### src/rtl/fifo_pkg.sv
// Shared definitions for the synchronous FIFO and its register-file storage.
package fifo_pkg;

    localparam int unsigned DBIT_DEF     = 8;
    localparam int unsigned ADDR_BIT_DEF = 2;

    function automatic int unsigned depth_of(input int unsigned addr_bit);
        return 32'd1 << addr_bit;
    endfunction

    typedef logic [ADDR_BIT_DEF:0] count_t;

endpackage

### src/rtl/fifo_ram.sv
// DEPTH x DBIT register file: one write port and one registered read port.
module fifo_ram
    import fifo_pkg::*;
#(
    parameter int unsigned DBIT     = DBIT_DEF,
    parameter int unsigned ADDR_BIT = ADDR_BIT_DEF
) (
    input  logic                clk,
    input  logic                reset_n,
    input  logic                we,
    input  logic [ADDR_BIT-1:0] waddr,
    input  logic [DBIT-1:0]     wdata,
    input  logic                re,
    input  logic [ADDR_BIT-1:0] raddr,
    output logic [DBIT-1:0]     rdata
);

    localparam int unsigned Depth = depth_of(ADDR_BIT);

    logic [DBIT-1:0] mem_q [Depth];

    // Storage is deliberately not reset.
    always_ff @(posedge clk) begin
        if (we) begin
            mem_q[waddr] <= wdata;
        end
    end

    // Read register returns the pre-write contents on a same-address collision.
    always_ff @(posedge clk or negedge reset_n) begin
        if (!reset_n) begin
            rdata <= '0;
        end else if (re) begin
            rdata <= mem_q[raddr];
        end
    end

endmodule

### src/rtl/fifo_sync.sv
// Parametrised synchronous FIFO with occupancy count, level flags, sticky errors
// and a one-cycle registered read path.
module fifo_sync
    import fifo_pkg::*;
#(
    parameter int unsigned DBIT     = DBIT_DEF,
    parameter int unsigned ADDR_BIT = ADDR_BIT_DEF,
    parameter int unsigned AF_LEVEL = 3,
    parameter int unsigned AE_LEVEL = 1,
    parameter bit          UseRam   = 1'b1
) (
    input  logic                clk,
    input  logic                reset_n,
    input  logic [DBIT-1:0]     w_data,
    input  logic                wr,
    input  logic                rd,
    input  logic                clr_err,
    output logic [DBIT-1:0]     r_data,
    output logic                rd_valid,
    output logic                empty,
    output logic                full,
    output logic                almost_empty,
    output logic                almost_full,
    output logic [ADDR_BIT:0]   count,
    output logic                overflow,
    output logic                underflow
);

    localparam int unsigned Depth = depth_of(ADDR_BIT);
    localparam int unsigned CntW  = ADDR_BIT + 1;

    localparam logic [CntW-1:0] DepthCnt = CntW'(Depth);
    localparam logic [CntW-1:0] AfLevel  = CntW'(AF_LEVEL);
    localparam logic [CntW-1:0] AeLevel  = CntW'(AE_LEVEL);

    if (ADDR_BIT < 1 || ADDR_BIT > 8) begin : g_bad_addr_bit
        $error("fifo_sync: ADDR_BIT must be in 1..8");
    end
    if (AF_LEVEL < 1 || AF_LEVEL > Depth) begin : g_bad_af_level
        $error("fifo_sync: AF_LEVEL must be in 1..DEPTH");
    end
    if (AE_LEVEL >= Depth) begin : g_bad_ae_level
        $error("fifo_sync: AE_LEVEL must be below DEPTH");
    end

    logic [ADDR_BIT-1:0] wr_ptr_q, wr_ptr_d;
    logic [ADDR_BIT-1:0] rd_ptr_q, rd_ptr_d;
    logic [CntW-1:0]     count_q, count_d;
    logic                rd_valid_q;
    logic                overflow_q, overflow_d;
    logic                underflow_q, underflow_d;
    logic                wr_acc, rd_acc;

    // A write into a full FIFO is still accepted when a read frees a slot in the same cycle.
    always_comb begin
        rd_acc = rd & ~empty;
        wr_acc = wr & (~full | rd_acc);
    end

    always_comb begin
        wr_ptr_d = wr_ptr_q;
        rd_ptr_d = rd_ptr_q;
        count_d  = count_q;

        if (wr_acc) begin
            wr_ptr_d = wr_ptr_q + ADDR_BIT'(1);
        end
        if (rd_acc) begin
            rd_ptr_d = rd_ptr_q + ADDR_BIT'(1);
        end

        unique case ({wr_acc, rd_acc})
            2'b10:   count_d = count_q + CntW'(1);
            2'b01:   count_d = count_q - CntW'(1);
            default: count_d = count_q;
        endcase

        // A fresh error in the clearing cycle keeps the flag set.
        overflow_d  = (wr & ~wr_acc) | (overflow_q & ~clr_err);
        underflow_d = (rd & ~rd_acc) | (underflow_q & ~clr_err);
    end

    always_ff @(posedge clk or negedge reset_n) begin
        if (!reset_n) begin
            wr_ptr_q    <= '0;
            rd_ptr_q    <= '0;
            count_q     <= '0;
            rd_valid_q  <= 1'b0;
            overflow_q  <= 1'b0;
            underflow_q <= 1'b0;
        end else begin
            wr_ptr_q    <= wr_ptr_d;
            rd_ptr_q    <= rd_ptr_d;
            count_q     <= count_d;
            rd_valid_q  <= rd_acc;
            overflow_q  <= overflow_d;
            underflow_q <= underflow_d;
        end
    end

    if (UseRam) begin : g_ram
        fifo_ram #(
            .DBIT     (DBIT),
            .ADDR_BIT (ADDR_BIT)
        ) u_ram (
            .clk     (clk),
            .reset_n (reset_n),
            .we      (wr_acc),
            .waddr   (wr_ptr_q),
            .wdata   (w_data),
            .re      (rd_acc),
            .raddr   (rd_ptr_q),
            .rdata   (r_data)
        );
    end else begin : g_inline
        logic [DBIT-1:0] mem_q [Depth];
        logic [DBIT-1:0] r_data_q;

        always_ff @(posedge clk) begin
            if (wr_acc) begin
                mem_q[wr_ptr_q] <= w_data;
            end
        end

        always_ff @(posedge clk or negedge reset_n) begin
            if (!reset_n) begin
                r_data_q <= '0;
            end else if (rd_acc) begin
                r_data_q <= mem_q[rd_ptr_q];
            end
        end

        assign r_data = r_data_q;
    end

    // Status decodes come only from registered state, never from wr/rd.
    always_comb begin
        empty        = (count_q == '0);
        full         = (count_q == DepthCnt);
        almost_empty = (count_q <= AeLevel);
        almost_full  = (count_q >= AfLevel);
    end

    assign count     = count_q;
    assign rd_valid  = rd_valid_q;
    assign overflow  = overflow_q;
    assign underflow = underflow_q;

endmodule

### config.mk
export PLATFORM = sky130hd
export DESIGN_NAME = fifo_sync
export DESIGN_NICKNAME = d
export VERILOG_FILES = /design/src/rtl/fifo_pkg.sv /design/src/rtl/fifo_ram.sv /design/src/rtl/fifo_sync.sv
export SDC_FILE = /design/constraint.sdc
export NUM_CORES = 1
export LEC_CHECK = 0
export CAP_MARGIN = 20
export CORE_MARGIN = 2
export CORE_UTILIZATION = 45
export DETAILED_ROUTE_END_ITERATION = 16
export GPL_TIMING_DRIVEN = 0
export PLACE_DENSITY = 0.79
export SLEW_MARGIN = 40
export SYNTH_ARGS = -nofsm -noshare
export SYNTH_HDL_FRONTEND = slang
export SYNTH_SLANG_ARGS = --single-unit
### constraint.sdc
create_clock -name clk -period 2.02 [get_ports clk]
set_clock_uncertainty 0.1 [all_clocks]
set_input_delay 0.404 -clock clk [delete_from_list [all_inputs] [get_ports clk]]
set_output_delay 0.404 -clock clk [all_outputs]
set_load 0.005 [all_outputs]
==> summary.md <==
| Metric | Value |
|---|---|
| Status | `complete, no violations` |
| Final GP Congestion | `roughly 0.74` |
| Post-route cell area | `2720 um^2` |
| Pre-antenna DRT Iters | `4` |
| Total gr overflow | `0` |
| DR WL met3 | `84 um` |
| Area occupied by multi-input gates | `slightly below 700 um^2` |
| Routed WL | `approximately 3.9 mm` |
| Power Density | `1400 nW/um^2` |
| First-pass GRT wire length | `~5.7 mm` |
| Critical Path Start Type | `flip-flop` |
| Total power | `3.80 mW` |
| Wire length on met2 | `around 2.2 mm` |
| Final hold viol count | `0` |
| DP Area | `2490 um^2` |
| Yosys top cell by area | `edfxtp_1` |
| Chip Height | `72.9 um` |
| Post-synthesis sequential area ratio | `between 60% and 70%` |
| Layout cells sized above 1 | `33.9%` |
| Post-synthesis sequential element count | `50` |
| Register Area | `about 1400 um^2` |
| Worst EP arrival | `between 1000 and 1500 ps` |
| Clock root cell | `clkbuf_8` |
| RSZ-0062 raised after global routing | `true` |
| HPWL after DPL | `between 2 and 3 mm` |
| Hold WC Path Type | `flip-flop to flip-flop` |
| Pin count of the biggest net entering global routing | `19` |
| Antenna Violating Nets Remaining | `0` |
| CORE AREA | `4660 um^2` |
| Leakage Power | `~1.1 nW` |
| Crit Path Category | `flip-flop to output port` |
| Total GRT Usage | `about 15%` |
| Fmax | `0.508 GHz` |
| Via Count | `about 1200` |
| Vias in the first global route | `~1200` |
| WL met1 | `~1.5 mm` |
| Max Used Layer | `met4` |
| Area Growth Syn to Fin | `27.1%` |
| # diodes | `0` |
| CP required | `1520 ps` |
| Synth top area share | `about 45%` |
| Final period demand of the worst path | `around 2000 ps` |
| Final Cycle Share | `between 90 and 100%` |
| Longest Clk Path Bufs | `2` |
| Reg clk slew, reported paths | `about 90 ps` |
| Reg2reg path depth | `6` |
| Num Clock Sinks | `50` |
| Routed WL per cell | `16.7 um` |
| Synthesized net count | `151` |
| Max Slew Vio Count | `0` |
| Initial antenna violation count | `0` |
| Max VDD drop | `between 0.4 and 0.5 mV` |
| Layout fillers | `between 300 and 400` |
| CTS Buf Count | `5` |
| TritonCTS clock tree | `built` |
| Cells taking the most area after synthesis | `edfxtp_1 45%, dfrtp_1 21%, mux4_2 8.4%` |
| DR DRC count | `0` |
| Worst-skew pair later-pin latency | `just over 300 ps` |
| Cell Area, Synth | `between 2000 and 2500 um^2` |
| NumNets Final | `198` |
| Crit path max fanout | `3` |
| Synthesis warning total | `0` |
| Top-Level Pins | `31` |
| Worst Hold Depth | `1` |
| Horiz. Die Dim | `about 73 um` |
| Via density | `5.26` |
| DR iter-0 viols | `57` |
| Initial Util | `between 40% and 50%` |
| Endpoints failing setup | `0` |
| Synth cell types | `30` |
| Rel. slew slack | `approximately 64%` |
| Port bufs | `29` |
| Setup TNS | `0 ps` |
| Cells after Synth | `approximately 130` |
| Row Count | `25` |
| Max_cap viols | `0` |
| H-tree Lvls | `2` |
| Avg Synthesized Cell Area | `roughly 17 um^2` |
| Worst Tran Pin Value | `about 540 ps` |
| Layout Utilization | `58.3%` |
| CP Capture Type | `output port` |
| Die area | `~5300 um^2` |
-- state kept, by name, summed over array words and instances (netlist names) --
signal / flops
underflow: 1
g_ram.u_ram.rdata: 8
rd_valid: 1
rd_ptr_q: 2
g_ram.u_ram.mem_q: 32
overflow: 1
count: 3
wr_ptr_q: 2
-- through the flow --
step | std cells | hold WS, ps | worst slack, ps
2_1_floorplan | 129 | 8.41 | 214
3_3_place_gp | 212 | 376 | -306
3_5_place_dp | 212 | 272 | -374
4_1_cts | 226 | 406 | -245
5_1_grt | 231 | 422 | -17.6
6_report | 231 | 399 | 52.0
-- worst paths after layout --
path	start	end	slack (ps)
setup / recovery	count[0]	almost_full	50
hold / removal	underflow	underflow	400
min in group asynchronous	reset_n	g_ram.u_ram.rdata[7]	500
setup reg to reg	count[1]	g_ram.u_ram.mem_q[3][5]	170
hold reg to reg	underflow	underflow	400
max in group asynchronous	reset_n	count[1]	960
-- timing repair --
item / CTS / global route
setup endpoints to repair: 36 / 4
setup buffers: 5 / 5
resized for setup: 20 / 12
hold buffers: 1 / 0
cloned: 0 / 0
hold endpoints to repair: 18 / 0
-- kinds of logic after synthesis --
| family | share of synthesized area, % |
|---|---|
| flip-flops | 66.0 |
| multiplexers | 14.2 |
| buffers and inverters | 3.45 |
| AO/OA/AOI/OAI | 5.91 |
| AND/OR/NAND/NOR | 3.57 |
| adder cells (fa/ha/maj) | 5.27 |
| XOR/XNOR | 1.64 |
-- cell usage after synthesis --
| master | number |
|---|---|
| a21boi_0 | 2 |
| a21o_1 | 1 |
| a21oi_1 | 2 |
| a221oi_1 | 1 |
| a2bb2oi_1 | 1 |
| a311oi_1 | 1 |
| a31oi_1 | 1 |
| a31oi_4 | 1 |
| a32o_1 | 1 |
| and2_1 | 4 |
| buf_2 | 2 |
| buf_6 | 1 |
| clkbuf_1 | 2 |
| dfrtp_1 | 18 |
| edfxtp_1 | 32 |
| ha_1 | 9 |
| inv_1 | 12 |
| mux2_2 | 10 |
| mux2i_1 | 1 |
| mux4_2 | 8 |
| nand2_1 | 1 |
| nand2_2 | 1 |
| nand2b_1 | 2 |
| nand3_1 | 1 |
| nor2_1 | 3 |
| nor2b_1 | 2 |
| o21ai_0 | 3 |
| o22ai_1 | 1 |
| o2bb2ai_1 | 1 |
| xnor2_1 | 4 |
-- final cells by class --
class / count / area share (%)
Buffer: 5 / 1.38
Clock buffer: 6 / 3.04
Timing Repair Buffer: 40 / 13.3
Sequential cell: 50 / 52.1
Multi-Input combinational cell: 62 / 25.4
Tap cell: 54 / 2.49
Inverter: 12 / 1.75
Clock inverter: 2 / 0.599
-- worst max-delay path, cell delays in order, from the launching register on --
cell and delay (ps):
dfrtp_2 430, buf_4 140, ha_2 180, ha_2 160, nor2_1 70, o21ai_1 60, buf_2 120
-- power breakdown --
group | leakage (nW) | switching, mW | total [mW] | internal (mW)
clock | 0.0478 | 0.332 | 0.614 | 0.282
sequential | 0.504 | 0.129 | 1.54 | 1.41
combinational | 0.521 | 0.700 | 1.65 | 0.948
-- layer usage --
layer | vias to the layer above | GRT usage, %
met3 | 7 | 3.31
met5 | - | 0
li1 | 570 | -
met2 | 20 | 26.8
met1 | 617 | 16.9
met4 | 0 | 7.41
-- layout by cell type, fill, tap and decap left out, types with 2 or more instances in the layout --
cell type	synthesis	final
clkbuf_8	0	6
nor2b_1	2	2
mux4_2	8	8
inv_1	12	9
nor2_1	3	3
buf_2	2	3
a21boi_0	2	2
clkdlybuf4s50_1	0	24
xnor2_1	4	4
dfrtp_1	18	15
mux2_2	10	10
dfrtp_2	0	3
edfxtp_1	32	32
and2_2	0	4
ha_2	0	3
clkbuf_1	2	2
buf_4	0	11
inv_2	0	2
ha_1	9	5
o21ai_0	3	2
buf_6	1	2
(Power assumes the default switching activity.)
